[src/rtl/reg_scoreboard_if.sv]
// Decode/writeback bundle for the register scoreboard.
// Interface signal names are the scoreboard's own port names.
interface reg_scoreboard_if #(
  parameter int unsigned MAX_OUT = 4,
  parameter int unsigned CNT_W   = $clog2(MAX_OUT + 1)
);
  logic             issue_valid;
  logic             issue_long;
  logic             issue_rd_en;
  logic [4:0]       issue_rd_adr;
  logic [4:0]       rs1_adr;
  logic [4:0]       rs2_adr;
  logic             rs1_used;
  logic             rs2_used;
  logic             flush;
  logic             cmpl_valid;
  logic [4:0]       cmpl_rd_adr;
  logic             stall;
  logic [31:0]      pending;
  logic [CNT_W-1:0] outstanding;
  logic             full;
  logic             cmpl_err;

  modport master (
    output issue_valid, issue_long, issue_rd_en, issue_rd_adr,
           rs1_adr, rs2_adr, rs1_used, rs2_used, flush,
           cmpl_valid, cmpl_rd_adr,
    input  stall, pending, outstanding, full, cmpl_err
  );

  modport slave (
    input  issue_valid, issue_long, issue_rd_en, issue_rd_adr,
           rs1_adr, rs2_adr, rs1_used, rs2_used, flush,
           cmpl_valid, cmpl_rd_adr,
    output stall, pending, outstanding, full, cmpl_err
  );
endinterface

[src/rtl/reg_scoreboard.sv]
// Register scoreboard: tracks in-flight long-latency writes and stalls decode on RAW/WAW/capacity.
// Optional macro SB_CMPL_BYPASS_EN lets a same-cycle completion release its hazard combinationally.
module reg_scoreboard #(
  parameter int unsigned MAX_OUT = 4,
  localparam int unsigned CNT_W  = $clog2(MAX_OUT + 1)
) (
  input  logic           clk,
  input  logic           rst,
  reg_scoreboard_if.slave sb
);
  localparam int unsigned PTR_W = $clog2(MAX_OUT);

  logic [4:0]       fifo_q [MAX_OUT];
  logic [PTR_W-1:0] wr_ptr_q, wr_ptr_d;
  logic [PTR_W-1:0] rd_ptr_q, rd_ptr_d;
  logic [CNT_W-1:0] cnt_q, cnt_d;
  logic [31:0]      pending_q, pending_d;
  logic             err_q, err_d;

  logic        empty, full, pop, push, accept;
  logic        raw, waw, cap;
  logic [4:0]  head;
  logic [31:0] pend_eff;

  assign empty = (cnt_q == '0);
  assign full  = (cnt_q == CNT_W'(MAX_OUT));
  assign head  = fifo_q[rd_ptr_q];
  assign pop   = sb.cmpl_valid && !empty;

`ifdef SB_CMPL_BYPASS_EN
  // Completing head tag no longer blocks decode in its own cycle.
  assign pend_eff = pop ? (pending_q & ~(32'(1) << head)) : pending_q;
  assign cap      = sb.issue_long && full && !pop;
`else
  assign pend_eff = pending_q;
  assign cap      = sb.issue_long && full;
`endif

  assign raw = (sb.rs1_used && pend_eff[sb.rs1_adr]) ||
               (sb.rs2_used && pend_eff[sb.rs2_adr]);
  assign waw = sb.issue_rd_en && pend_eff[sb.issue_rd_adr];

  assign sb.stall = sb.issue_valid && !sb.flush && (raw || waw || cap);
  assign accept   = sb.issue_valid && !sb.flush && !sb.stall;
  assign push     = accept && sb.issue_long;

  // Next-state: clear on pop first so a same-register push wins.
  always_comb begin
    pending_d = pending_q;
    cnt_d     = cnt_q;
    wr_ptr_d  = wr_ptr_q;
    rd_ptr_d  = rd_ptr_q;
    err_d     = err_q;
    if (sb.cmpl_valid) begin
      if (empty || (sb.cmpl_rd_adr != head)) err_d = 1'b1;
    end
    if (pop) begin
      pending_d[head] = 1'b0;
      rd_ptr_d        = rd_ptr_q + PTR_W'(1);
    end
    if (push) begin
      if (sb.issue_rd_en && (sb.issue_rd_adr != 5'd0)) pending_d[sb.issue_rd_adr] = 1'b1;
      wr_ptr_d = wr_ptr_q + PTR_W'(1);
    end
    if (push && !pop)      cnt_d = cnt_q + CNT_W'(1);
    else if (pop && !push) cnt_d = cnt_q - CNT_W'(1);
    pending_d[0] = 1'b0;
  end

  always_ff @(posedge clk or posedge rst) begin
    if (rst) begin
      for (int i = 0; i < int'(MAX_OUT); i++) fifo_q[i] <= '0;
      wr_ptr_q  <= '0;
      rd_ptr_q  <= '0;
      cnt_q     <= '0;
      pending_q <= '0;
      err_q     <= 1'b0;
    end else begin
      if (push) fifo_q[wr_ptr_q] <= sb.issue_rd_en ? sb.issue_rd_adr : 5'd0;
      wr_ptr_q  <= wr_ptr_d;
      rd_ptr_q  <= rd_ptr_d;
      cnt_q     <= cnt_d;
      pending_q <= pending_d;
      err_q     <= err_d;
    end
  end

  assign sb.pending     = pending_q;
  assign sb.outstanding = cnt_q;
  assign sb.full        = full;
  assign sb.cmpl_err    = err_q;
endmodule

[src/flat_wrapper.sv]
// flat-port wrapper written by rule: the top's interface ports become plain ports
module reg_scoreboard_flat 
#(
  parameter int unsigned MAX_OUT = 4,
  localparam int unsigned CNT_W  = $clog2(MAX_OUT + 1)
)
  (clk, rst, sb_issue_valid, sb_issue_long, sb_issue_rd_en, sb_issue_rd_adr, sb_rs1_adr, sb_rs2_adr, sb_rs1_used, sb_rs2_used, sb_flush, sb_cmpl_valid, sb_cmpl_rd_adr, sb_stall, sb_pending, sb_outstanding, sb_full, sb_cmpl_err);
  reg_scoreboard_if #(.MAX_OUT(MAX_OUT)) sb_i ();
  input  logic clk;
  input  logic rst;
  input wire logic [$bits(sb_i.issue_valid)-1:0] sb_issue_valid;
  input wire logic [$bits(sb_i.issue_long)-1:0] sb_issue_long;
  input wire logic [$bits(sb_i.issue_rd_en)-1:0] sb_issue_rd_en;
  input wire logic [$bits(sb_i.issue_rd_adr)-1:0] sb_issue_rd_adr;
  input wire logic [$bits(sb_i.rs1_adr)-1:0] sb_rs1_adr;
  input wire logic [$bits(sb_i.rs2_adr)-1:0] sb_rs2_adr;
  input wire logic [$bits(sb_i.rs1_used)-1:0] sb_rs1_used;
  input wire logic [$bits(sb_i.rs2_used)-1:0] sb_rs2_used;
  input wire logic [$bits(sb_i.flush)-1:0] sb_flush;
  input wire logic [$bits(sb_i.cmpl_valid)-1:0] sb_cmpl_valid;
  input wire logic [$bits(sb_i.cmpl_rd_adr)-1:0] sb_cmpl_rd_adr;
  output wire logic [$bits(sb_i.stall)-1:0] sb_stall;
  output wire logic [$bits(sb_i.pending)-1:0] sb_pending;
  output wire logic [$bits(sb_i.outstanding)-1:0] sb_outstanding;
  output wire logic [$bits(sb_i.full)-1:0] sb_full;
  output wire logic [$bits(sb_i.cmpl_err)-1:0] sb_cmpl_err;
  assign sb_i.issue_valid = sb_issue_valid;
  assign sb_i.issue_long = sb_issue_long;
  assign sb_i.issue_rd_en = sb_issue_rd_en;
  assign sb_i.issue_rd_adr = sb_issue_rd_adr;
  assign sb_i.rs1_adr = sb_rs1_adr;
  assign sb_i.rs2_adr = sb_rs2_adr;
  assign sb_i.rs1_used = sb_rs1_used;
  assign sb_i.rs2_used = sb_rs2_used;
  assign sb_i.flush = sb_flush;
  assign sb_i.cmpl_valid = sb_cmpl_valid;
  assign sb_i.cmpl_rd_adr = sb_cmpl_rd_adr;
  assign sb_stall = sb_i.stall;
  assign sb_pending = sb_i.pending;
  assign sb_outstanding = sb_i.outstanding;
  assign sb_full = sb_i.full;
  assign sb_cmpl_err = sb_i.cmpl_err;
  reg_scoreboard #(.MAX_OUT(MAX_OUT)) u_core (.clk(clk), .rst(rst), .sb(sb_i));
endmodule
[config.mk]
export PLATFORM = sky130hd
export DESIGN_NAME = reg_scoreboard_flat
export DESIGN_NICKNAME = d
export VERILOG_FILES = /design/src/rtl/reg_scoreboard_if.sv /design/src/rtl/reg_scoreboard.sv /design/src/flat_wrapper.sv
export SDC_FILE = /design/constraint.sdc
export NUM_CORES = 1
export LEC_CHECK = 0
export CAP_MARGIN = 25
export CELL_PAD_IN_SITES_DETAIL_PLACEMENT = 0
export CELL_PAD_IN_SITES_GLOBAL_PLACEMENT = 1
export CORE_UTILIZATION = 45
export DETAILED_ROUTE_END_ITERATION = 8
export GPL_ROUTABILITY_DRIVEN = 1
export HOLD_SLACK_MARGIN = 0.1
export PLACE_DENSITY = 0.86
export SLEW_MARGIN = 20
export SYNTH_ARGS = -nofsm -noshare
export SYNTH_HDL_FRONTEND = slang
export SYNTH_SLANG_ARGS = --single-unit
[constraint.sdc]
create_clock -name clk -period 5.2 [get_ports clk]
set_input_delay 1.3 -clock clk [delete_from_list [all_inputs] [get_ports clk]]
set_output_delay 1.3 -clock clk [all_outputs]
set_load 0.05 [all_outputs]
==> metrics list, run 1 <==
- After detailed routing, the average wire length per cell comes to roughly 21 um.
- Dividing the synthesized area by the synthesized cell count gives 11.1 um^2.
* Status: finished, final reports clean
* Count of buffers from port buffering: 65
- The H-tree was split into 3 levels.
- Largest vdd supply drop: ~0.32 mV
- Count of hold-fix buffers inserted at cts: 0
* Bufs on Longest Clock Path: 2
- Final layout net count: 450
- Dividing total power by cell area gives a power density of between 400 and 500 nW/um^2.
- First-pass GRT wire length: about 17 mm
- Least setup slack across all paths after layout: about 0.29 ns
- Final Hold Viols: 0
- Share of total power in sequential cells: a little under two fifths
- For this block, the routed nets add up to approximately 11 mm of wire.
- Total grt overflow: 0
- The die is between 90 and 100 um tall.
* Design area: 4780 um^2
- Derived from the worst setup path, the maximum achievable clock frequency is slightly above 200 MHz.
- The synthesized design contains between 50 and 60 register bits.
* Layout filler cell count: 707
* CP startpoint: sb_issue_rd_adr[0]
- Final sum of negative setup slack: 0 ns
- At the later pin of the worst-skew pair, clock insertion delay measures 0.34 ns.
- Count of cell types in the netlist: 50
* Ratio of cells with drive above 1 in the final layout: between 10% and 20%
* Main synth FF type: sky130_fd_sc_hd__dfrtp_1
* Final-layout worst hold slack: roughly 0.46 ns
* Worst min-delay path class: reg -> reg
- Final setup violation count: 0
- The sequential cells in the finished layout cover a total of between 1000 and 1500 um^2.
- Measured slew at the worst slew-check pin: between 0.7 and 0.8 ns
- After clock tree synthesis, the repair step resized 0 gates.
- Tot Pwr: slightly below 2 mW
* Total nets after synthesis: 381
* Area of the multi-input gates: approximately 2200 um^2
* Clock-pin transition on the worst setup and hold timing paths: roughly 0.06 ns
- Total of max-cap violations: 0
* Number of cells produced by synthesis: roughly 350
* Maximum number of pins on one net before global-route repair: 60
* Post-route DRC: 0
- In this run, the combinational gates consume between 40% and 50% of the power.
- From synthesis to final layout, the design area changed by 24.0%.
- The startpoint identified for the worst register-to-register timing path is u_core.sb.pending[9].
* Leakage Power: between 1.5 and 2 nW
- The number of antenna violations at the first check in global routing came to 0.
- Total setup buffers inserted after CTS: 0
* Fin crit period: around 4.9 ns
* ANT cells: 0
- On the worst path, the slowest cell contributes a delay of approximately 0.73 ns.
* CP Buf/Inv Count: 2
- Endpoint arrival time on the critical path: about 3.6 ns
- The share of the Yosys chip area taken by registers is 38.3%.
* CP top delay family: buffers and inverters
- Clk_skew: 0.00704 ns
* Switching power summed over all nets: 0.799 mW
- The critical path goes through clkdlybuf4s50_1, mux4_2, mux2i_1, nor2_1, o41ai_4, a41oi_1, buf_4.
- Of the available clock period, the critical path in the final layout requires 94.5%.
- The first detailed-routing pass took 5 iterations.
* Clock power frac: a little under a fifth
- For this run, asynchronously set or reset flops after synthesis account for 100%.
- After detailed placement, the total cell area comes to between 4000 and 5000 um^2.
- Detailed placement ended at an HPWL of approximately 8 mm.
* Post-Layout Cell Count: ~520
- The number of global-route vias before repair was 3118.
* Via-to-Cell Ratio: 6.18
- The synthesized design contains 0 enable-type register cells.
* Endpoint class of the critical path: output pin
- Worst-case setup slack after placement: a little over 0.3 ns
* Post-detailed-route count of antenna-violating nets: 0
- Setup repair after global routing left no endpoint under its margin.
- Detailed router's first-iteration violation count: roughly 280
- Instance count after placement with tap cells included: just over 500
- Clock tree from TritonCTS: built
* Master of the slowest instance on the critical path: sky130_fd_sc_hd__clkdlybuf4s50_1
- Internal power: approximately 1.1 mW
- Worst max-slew margin expressed relative to the limit: around half
- Inserted Clock Buffers: 9
- In the global route stage, overall resource usage came out at around 26%.
* Yosys warns: 0
- Slew Viols, Final: 0
* Total number of placement rows: 33
- Summed instance area of the synthesized netlist: around 3900 um^2
* Num ports: 67
* Largest fanout of any net on the critical path: 13
- STA classifies the critical path startpoint as a primary input.
- Once the floorplan was initialized, standard cells occupied 46.7% of the core.
- The clock net in this run drives a total of slightly below 60 sinks.
- For the worst setup path, the data required time is 3.90 ns.
- Die outline width: between 90 and 100 um
- Worst hold start: u_core.sb.cmpl_err
- Detailed routing inserted a total of around 3.2k vias.
- Final standard cell utilization of the core: between 50% and 60%
* Floorplan Core Area: a little over 8000 um^2
- The critical path is of the in -> out type.
- At the end of routability-driven placement, the weighted congestion stood at just under 0.9.
- The tree is rooted in a sky130_fd_sc_hd__clkbuf_8.
* Area of the die: approximately 9000 um^2
* Sw frac: between 40% and 50%
==> cells in the mapped netlist, types with 4 or more instances <==
cell type,number,area [um^2]
sky130_fd_sc_hd__dfrtp_1,59,1480
sky130_fd_sc_hd__o21ai_0,32,160
sky130_fd_sc_hd__mux2i_1,24,240
sky130_fd_sc_hd__mux2_2,23,259
sky130_fd_sc_hd__o31ai_1,22,165
sky130_fd_sc_hd__nand2_1,20,75.1
sky130_fd_sc_hd__mux4_2,15,338
sky130_fd_sc_hd__nand2b_1,12,75.1
sky130_fd_sc_hd__inv_1,9,33.8
sky130_fd_sc_hd__nor2_1,9,33.8
sky130_fd_sc_hd__nor2b_1,9,56.3
sky130_fd_sc_hd__clkbuf_1,8,30.0
sky130_fd_sc_hd__nand3_1,7,35.0
sky130_fd_sc_hd__or3_1,7,43.8
sky130_fd_sc_hd__xor2_1,7,61.3
sky130_fd_sc_hd__a22oi_1,5,37.5
sky130_fd_sc_hd__ha_1,5,62.6
sky130_fd_sc_hd__nand4b_1,5,43.8
sky130_fd_sc_hd__o41ai_2,5,81.3
sky130_fd_sc_hd__and3_1,4,25.0
sky130_fd_sc_hd__buf_2,4,20.0
sky130_fd_sc_hd__nand3b_1,4,30.0
sky130_fd_sc_hd__xnor2_1,4,35.0
==> state kept, by name (all words and copies together), names as in the netlist <==
name                   flops
u_core.sb.pending         31
u_core.fifo_q             20
u_core.sb.outstanding      3
u_core.rd_ptr_q            2
u_core.wr_ptr_q            2
u_core.sb.cmpl_err         1
==> path summary, 6_finish.rpt <==
kind,to,slack (ns),cells past startpoint
setup / recovery,sb_stall,0.29,7
hold / removal,u_core.sb.cmpl_err,0.46,1
setup reg to reg,u_core.sb.outstanding[2],2.01,12
hold reg to reg,u_core.sb.cmpl_err,0.46,1
max in group asynchronous,u_core.sb.pending[20],3.22,3
min in group asynchronous,u_core.fifo_q[0],1.49,3
==> layout by cell type, fill, tap and decap left out, drive strengths merged, types with 3 or more instances in the layout <==
master and instances:
a211oi 3, a22oi 5, and2 5, and3 4, buf 15, clkbuf 12
clkdlybuf4s50 64, clkinv 3, dfrtp 59, ha 5, inv 9, mux2 23
mux2i 24, mux4 16, nand2 20, nand2b 12, nand3 7, nand3b 4
nand4 3, nand4b 5, nor2 9, nor2b 10, o21ai 32, o31ai 22
o41ai 10, or3 7, xnor2 4, xor2 7
==> logic make-up (layout without fill, tap and decap cells) <==
family | after synthesis | after routing | share of synthesized area, %
AOI/OAI and AO/OA | 82 | 82 | 16.5
xor gates and xnor gates | 11 | 11 | 2.50
adders and majority gates | 6 | 6 | 2.14
buffers and inverters | 30 | 103 | 3.93
DFF | 59 | 59 | 38.3
muxes | 63 | 63 | 22.4
other | 1 | 1 | 0.0972
and+or+nand+nor | 94 | 94 | 14.2
==> power by group through the flow <==
stage	Combinational (mW)	Clock [mW]	Sequential [mW]
6_report	0.842	0.359	0.721
5_1_grt	0.903	0.385	0.737
4_1_cts	0.842	0.364	0.719
3_5_place_dp	0.838	0	0.726
3_3_place_gp	0.822	0	0.719
2_1_floorplan	0.473	0	0.813
==> worst register-to-register path: stages, from the launching register on <==
cell and delay [ns]:
sky130_fd_sc_hd__dfrtp_1 0.46, sky130_fd_sc_hd__mux4_2 0.49, sky130_fd_sc_hd__a32o_1 0.30, sky130_fd_sc_hd__o41ai_4 0.42
sky130_fd_sc_hd__buf_4 0.21, sky130_fd_sc_hd__nand4_4 0.10, sky130_fd_sc_hd__inv_1 0.08, sky130_fd_sc_hd__ha_1 0.18
sky130_fd_sc_hd__inv_1 0.06, sky130_fd_sc_hd__fa_1 0.37, sky130_fd_sc_hd__xor2_1 0.15, sky130_fd_sc_hd__nor2_1 0.12
sky130_fd_sc_hd__xor2_1 0.16
==> metal layers <==
metal  share of wire, %  GRT usage (%)  up-vias  wire length, um
met1                 42           33.0     1609             4520
met5                  0              0        -                0
met2                 49           44.2      146             5370
met4                2.3           9.85        0              249
met3                6.6           3.62       24              719
li1                   -              -     1457                -
==> area by class of cell <==
type | instances | area share [%]
multi-input cells | 257 | 46.6
inverters | 9 | 0.706
flip-flops and latches | 59 | 30.9
well taps | 105 | 2.75
repair buffers | 79 | 15.7
clock inverters | 3 | 0.314
clock buffers | 12 | 3.03
Power figures use the tool's default switching activity.
==> run 2: changes to the inputs <==
--- a/config.mk
+++ b/config.mk
@@ -13,7 +13,7 @@
 export GPL_ROUTABILITY_DRIVEN = 1
 export HOLD_SLACK_MARGIN = 0.1
 export PLACE_DENSITY = 0.86
-export SLEW_MARGIN = 20
+export SLEW_MARGIN = 0
 export SYNTH_ARGS = -nofsm -noshare
 export SYNTH_HDL_FRONTEND = slang
 export SYNTH_SLANG_ARGS = --single-unit
==> constraint.sdc (replaced) <==
create_clock -name clk -period 5.2 [get_ports clk]
set_input_delay 0.52 -clock clk [delete_from_list [all_inputs] [get_ports clk]]
set_output_delay 0.52 -clock clk [all_outputs]
set_load 0.05 [all_outputs]
==> metrics list, run 2 (synthesized netlist as in run 1, its figures left out) <==
- Status: finished, final reports clean
* Endpoint class of the critical path: output pin
- Setup repair after global routing left no endpoint under its margin.
* Post-DP HPWL: just under 8 mm
- Final setup violation count: 0
- Source of the worst register-to-register timing path: u_core.sb.pending[25]
* Clk_skew: 0.00783 ns
* ANT cells: 0
- The core region is 8260 um^2.
- For the worst-skew pair, the clock arrives at the later sink with an insertion delay of between 0.3 and 0.4 ns.
- Via count of the first global-routing pass: between 3k and 4k
- Fill cells in the final layout number roughly 700.
- Top library cells by usage in the layout, fill and taps aside: sky130_fd_sc_hd__clkdlybuf4s50_1, sky130_fd_sc_hd__dfrtp_1, sky130_fd_sc_hd__o21ai_0
- Longest individual stage delay on the worst path: approximately 1 ns
- The number of antenna violations at the first check in global routing came to 0.
* First-pass GRT wire length: 17.6 mm
- Along the worst path, the maximum fanout reaches 15.
- Worst hold start: u_core.sb.cmpl_err
- Chip height: 94.6 um
- Inserted Clock Buffers: 9
- Worst reg-to-reg path cell count: 11
- The detailed router finished its first iteration with about 200 violations.
* Initial core utilization: 46.7%
- The register with the most flip-flops in the layout has 31 of them.
- In this run the clock root is driven by a sky130_fd_sc_hd__clkbuf_8.
- Entering global routing, the biggest net connects 60 pins.
* Initial DRT Pass Iterations: 4
- Setup crit start kind: primary input
- STA puts the critical path data arrival time at 3.76 ns.
- TritonCTS built the clock tree.
- Most common cell on crit path: sky130_fd_sc_hd__clkdlybuf4s50_1
* Count of vias placed by the detailed router: 3194
- The signal on the critical path passes through clkdlybuf4s50_1, mux2_2, a32oi_1, a211oi_1, o41ai_4, a41oi_1, clkdlybuf4s50_1.
- Final sum of negative setup slack: 0 ns
* Post-route DRC: 0
- The number of max-slew violations in the final report came to 0.
- Fin crit period: about 4.3 ns
* DR WL/cell: roughly 21 um
- At the end of routability-driven placement, the weighted congestion stood at a little over 0.9.
- Hold path depth: 1
- After floorplanning, the core was divided into 33 placement rows.
- For flop-to-flop paths, the worst setup slack is 2.01 ns.
* Measured slew at the worst slew-check pin: roughly 0.84 ns
- The number of hold violations in the final report came to 0.
- The count of nets left with antenna violations once routing finished came out at 0.
* Final-layout worst hold slack: around 0.46 ns
- Master of the slowest instance on the critical path: sky130_fd_sc_hd__clkdlybuf4s50_1
- Via-to-Cell Ratio: about 6.2
- Worst-case hold path end point: u_core.sb.cmpl_err
- CP Buf/Inv Count: 2
- Total setup buffers inserted after CTS: 0
* Maximum level of the CTS H-tree: 3
* Most common library cell in the layout ignoring fill and taps: sky130_fd_sc_hd__clkdlybuf4s50_1
* Count of hold-fix buffers inserted at cts: 0
- Data required time of the critical path: between 4 and 5 ns
* Final critical-path share of the clock period: around 80%
- For this design, the sink count on the clock tree is between 50 and 60.
* Worst max-slew margin expressed relative to the limit: 44.2%
- The longest clock path from root to sink contains 2 buffers.
* Total of cells resized after clock tree synthesis: 0
- Largest vdd supply drop: around 0.38 mV
* Signed area change from the synthesized netlist to the final layout: 23.0%
- Total of max-cap violations: 0
- The min-delay analysis places its worst path in the category reg -> reg.
- Overall Global Routing Usage: between 20% and 30%
- Die outline width: ~95 um
- Sequential cell area: between 1000 and 1500 um^2
* Highest attainable clock frequency: between 200 and 250 MHz
- The floorplan step defined a die boundary enclosing 8940 um^2.
- Counting buffers and inverters, the worst setup path is 7 cells deep.
- In the final layout, the multi-input gates occupy approximately 2200 um^2.
- Final layout net count: 440
- CP top delay family: buffers and inverters
* Pwr dens: 415 nW/um^2
- Crit Path Class: in -> out
- Of the cells placed in the final design, the portion with a size suffix greater than 1 is 17.1%.
* Total grt overflow: 0
- Num ports: between 60 and 70
* Reg2Reg Capture Point: u_core.sb.outstanding[2]
- Clock-pin transition on the worst setup and hold timing paths: around 0.070 ns
- WL final: around 11 mm
- Leakage Power: 1.94 nW
* Count of buffers from port buffering: 65
[run 2: changes by cell type in the layout (fill, tap and decap cells not counted), sizes merged]
cell           delta
clkinv            -1
bufinv            +1
clkinvlp          +3
clkdlybuf4s50     +1
buf              -11
clkbuf            -2
[run 2: through the flow]
| stage | total power, mW | util (%) | worst slack, ns | cells | cell area (um^2) |
|---|---|---|---|---|---|
| final | 1.97 | 57.5 | 0.921 | 515 | 4740 |
| after global routing | 2.08 | 57.5 | 0.714 | 515 | 4740 |
| after CTS | 1.98 | 57.5 | 0.939 | 515 | 4740 |
| after detailed placement | 1.56 | 55.1 | 0.959 | 499 | 4550 |
| after global placement | 1.54 | 55.1 | 0.970 | 499 | 4550 |
| after floorplan | 1.29 | - | 1.43 | 346 | 3860 |
[run 2: worst max-delay path by stage]
stage,to,slack (ns),startpoint
CTS,sb_stall,0.94,sb_rs1_adr[1]
finish,sb_stall,0.92,sb_rs1_adr[1]
global route,sb_stall,0.71,sb_issue_rd_adr[1]
detailed placement,sb_stall,0.96,sb_rs1_adr[1]
floorplan,u_core.sb.outstanding[1],1.43,u_core.sb.outstanding[2]
global placement,sb_stall,0.97,sb_rs1_adr[1]
[run 2: cell type report]
| cell class | instances | area share [%] |
|---|---|---|
| Tap cell | 105 | 2.77 |
| Timing Repair Buffer | 69 | 14.3 |
| Clock inverter | 6 | 1.40 |
| Sequential cell | 59 | 31.1 |
| Clock buffer | 10 | 2.69 |
| Inverter | 9 | 0.712 |
| Multi-Input combinational cell | 257 | 47.0 |
[run 2: metal layers]
metal | up-vias | GRT usage [%] | share of wire (%)
met5 | - | 0 | 0
met1 | 1592 | 33.6 | 41
met4 | 0 | 10.4 | 2.7
met2 | 142 | 44.6 | 49
met3 | 24 | 5.39 | 7.1
li1 | 1436 | - | -
[run 2: power breakdown]
part / switching [mW] / leakage, nW / internal [mW] / total [mW]
clock network: 0.192 / 0.0885 / 0.221 / 0.413
logic: 0.483 / 1.07 / 0.353 / 0.836
registers: 0.137 / 0.784 / 0.584 / 0.720
==> run 3: changes to the inputs <==
--- a/config.mk
+++ b/config.mk
@@ -8,11 +8,11 @@
 export CAP_MARGIN = 25
 export CELL_PAD_IN_SITES_DETAIL_PLACEMENT = 0
 export CELL_PAD_IN_SITES_GLOBAL_PLACEMENT = 1
-export CORE_UTILIZATION = 45
+export CORE_UTILIZATION = 38
 export DETAILED_ROUTE_END_ITERATION = 8
 export GPL_ROUTABILITY_DRIVEN = 1
 export HOLD_SLACK_MARGIN = 0.1
-export PLACE_DENSITY = 0.86
+export PLACE_DENSITY = 0.78
 export SLEW_MARGIN = 0
 export SYNTH_ARGS = -nofsm -noshare
 export SYNTH_HDL_FRONTEND = slang
==> constraint.sdc (replaced) <==
create_clock -name clk -period 3.5 [get_ports clk]
set_input_delay 0.35 -clock clk [delete_from_list [all_inputs] [get_ports clk]]
set_output_delay 0.35 -clock clk [all_outputs]
set_load 0.05 [all_outputs]
==> metrics list, run 3 (synthesized netlist as in run 1, its figures left out) <==
- The flow ran to the end, and the final reports show no timing, DRC or antenna violations.
- The number of hold violations in the final report came to 0.
- Pwr dens: a little over 600 nW/um^2
- Overall Global Routing Usage: about a quarter
- The die is 103 um tall.
- Hold is met by between 0.4 and 0.5 ns.
- After layout, the worst path uses 88.8% of the clock period.
* Floorplan Core Area: a little under 10000 um^2
- The sequential cells in the finished layout cover a total of about 1500 um^2.
* Highest attainable clock frequency: approximately 320 MHz
- For met3 alone, demand over resource in global routing was ~4.0%.
- The number of global-route vias before repair is around 3.3k.
- Leakage Power: between 2 and 2.5 nW
* Count of hold-fix buffers inserted at cts: 0
- Setup repair after global routing left no endpoint under its margin.
- After detailed routing, the number of remaining DRC violations is 0.
* Slew Viols, Final: 0
- The worst setup path is launched from a primary input.
- In the final layout, the multi-input gates occupy roughly 2200 um^2.
* Total number of placement rows: 36
- Most common library cell in the layout ignoring fill and taps: sky130_fd_sc_hd__clkdlybuf4s50_1
* Initial DRT Pass Iterations: 4
* Crit Path Class: in -> out
- Entering global routing, the biggest net connects 40 pins.
- Fin crit period: roughly 3.1 ns
- In this run the number of H-tree levels came out at 3.
- Post-DP HPWL: roughly 8.5 mm
- The count of nets left with antenna violations once routing finished came out at 0.
- Worst max-slew margin expressed relative to the limit: between 40% and 50%
- STA classifies the critical path endpoint as an output pin.
* Tot Pwr: between 2 and 3 mW
* Endpoint arrival time on the critical path: 2.76 ns
* Worst-case setup slack after placement: a little under 0.02 ns
- Max-cap violations in this run came to 0.
- After detailed routing, the number of vias per cell comes to 5.80.
- Clock-pin slew was measured on the worst setup and hold paths at 0.07 ns.
- Layout filler cell count: slightly above 900
- In the global route stage, met2 resource usage came out at between 30% and 40%.
- After routing, the total negative slack on setup checks comes to 0 ns.
* Bufs on Longest Clock Path: 2
- The path class of the tightest hold or removal check is reg -> reg.
- The worst-case IR drop observed on VDD is 0.248 mV.
- Count of vias placed by the detailed router: roughly 3.2k
- For the worst setup path, the data required time is approximately 3.2 ns.
- Once the floorplan was initialized, standard cells occupied roughly two fifths of the core.
- Total of cells resized after clock tree synthesis: 0
- Clock tree synthesis inserted a total of 9 buffers.
* Count of buffers from port buffering: 65
* Worst reg-to-reg path cell count: 11
- The net count of the finished layout is roughly 460.
- Most used routing layer in global routing: met2
* Detailed router's first-iteration violation count: between 150 and 200
* Largest fanout of any net on the critical path: 14
* Final standard cell utilization of the core: around half
* Final setup violation count: 0
* Hold path depth: 1
- First-pass GRT wire length: between 15 and 20 mm
- Total setup buffers inserted after CTS: 0
- The final layout contains routed wiring with a total length of 11.5 mm.
- The tree built by TritonCTS fans out to slightly below 60 sinks.
* Global routing met1 resource utilization: slightly above 30%
- Top library cells by usage in the layout, fill and taps aside: sky130_fd_sc_hd__clkdlybuf4s50_1, sky130_fd_sc_hd__dfrtp_1, sky130_fd_sc_hd__o21ai_0
- Clock tree from TritonCTS: built
- Least setup slack across all paths after layout: ~0.39 ns
- ANT cells: 0
* Total grt overflow: 0
- Dividing the detail-routed wire length by the instance count gives 20.7 um.
- 67 I/O pins were placed.
* Reg2Reg Setup Slack: roughly 0.5 ns
- The register with the most flip-flops in the layout has 31 of them.
- At the pin with the least slew margin, the transition time is about 0.84 ns.
- Number of antenna violations at the first check in global routing: 0
- Clock Tree Root: sky130_fd_sc_hd__clkbuf_8
- The die covers 10600 um^2.
- For the final database, setup skew stands at approximately 0.014 ns.
* Signed area change from the synthesized netlist to the final layout: 27.7%
- Final RePlAce weighted congestion: 0.898
- Insertion delay of the later-clocked pin in the worst-skew pair: 0.35 ns
- Cells with a size suffix above 1 make up approximately 21% of the layout.
* Die outline width: 103 um
==> run 3: cell types whose count changed in the layout (fill, tap and decap cells not counted), sizes merged <==
cell	previous run	this run
buf	4	21
clkinvlp	3	0
clkinv	2	4
clkdlybuf4s50	65	64
==> run 3: path summary, 6_finish.rpt <==
path | from | to
setup / recovery | sb_issue_rd_adr[1] | sb_stall
hold / removal | u_core.sb.cmpl_err | u_core.sb.cmpl_err
setup reg to reg | u_core.sb.pending[11] | u_core.sb.outstanding[2]
hold reg to reg | u_core.sb.cmpl_err | u_core.sb.cmpl_err
max in group asynchronous | rst | u_core.fifo_q[14]
min in group asynchronous | rst | u_core.sb.pending[4]
==> run 3: report_power, final <==
| group | internal, mW | switching (mW) | total (mW) |
|---|---|---|---|
| logic | 0.542 | 0.733 | 1.28 |
| clock network | 0.341 | 0.276 | 0.617 |
| registers | 0.867 | 0.215 | 1.08 |
| total | 1.75 | 1.22 | 2.97 |
==> run 3: critical path, cell delays in order <==
cell                              delay, ns
sky130_fd_sc_hd__clkdlybuf4s50_1       0.54
sky130_fd_sc_hd__buf_4                 0.24
sky130_fd_sc_hd__or2b_1                0.28
sky130_fd_sc_hd__or3_1                 0.32
sky130_fd_sc_hd__a41oi_1               0.28
sky130_fd_sc_hd__o41ai_4               0.13
sky130_fd_sc_hd__buf_4                 0.19
sky130_fd_sc_hd__a41oi_1               0.20
sky130_fd_sc_hd__buf_4                 0.23
==> run 3: final cells by class <==
cell class | instances | share of cell area (%)
clock buffer | 10 | 2.79
timing repair buffer | 85 | 16.7
clock inverter | 5 | 1.09
inverter | 9 | 0.686
sequential | 59 | 30.0
tap | 133 | 3.38
multi-input combinational | 257 | 45.4
==> run 3: per-layer routing <==
layer	wire (um)	share of wire [%]
met2	5530	48
met1	4970	43
met4	260	2.3
met5	0	0
met3	785	6.8
==> run 3: stage by stage <==
| step | instances | cell area [um^2] |
|---|---|---|
| 5_1_grt | 558 | 4920 |
| 3_5_place_dp | 543 | 4730 |
| 6_report | 558 | 4920 |
| 4_1_cts | 558 | 4920 |
| 2_1_floorplan | 346 | 3860 |
| 3_3_place_gp | 543 | 4730 |
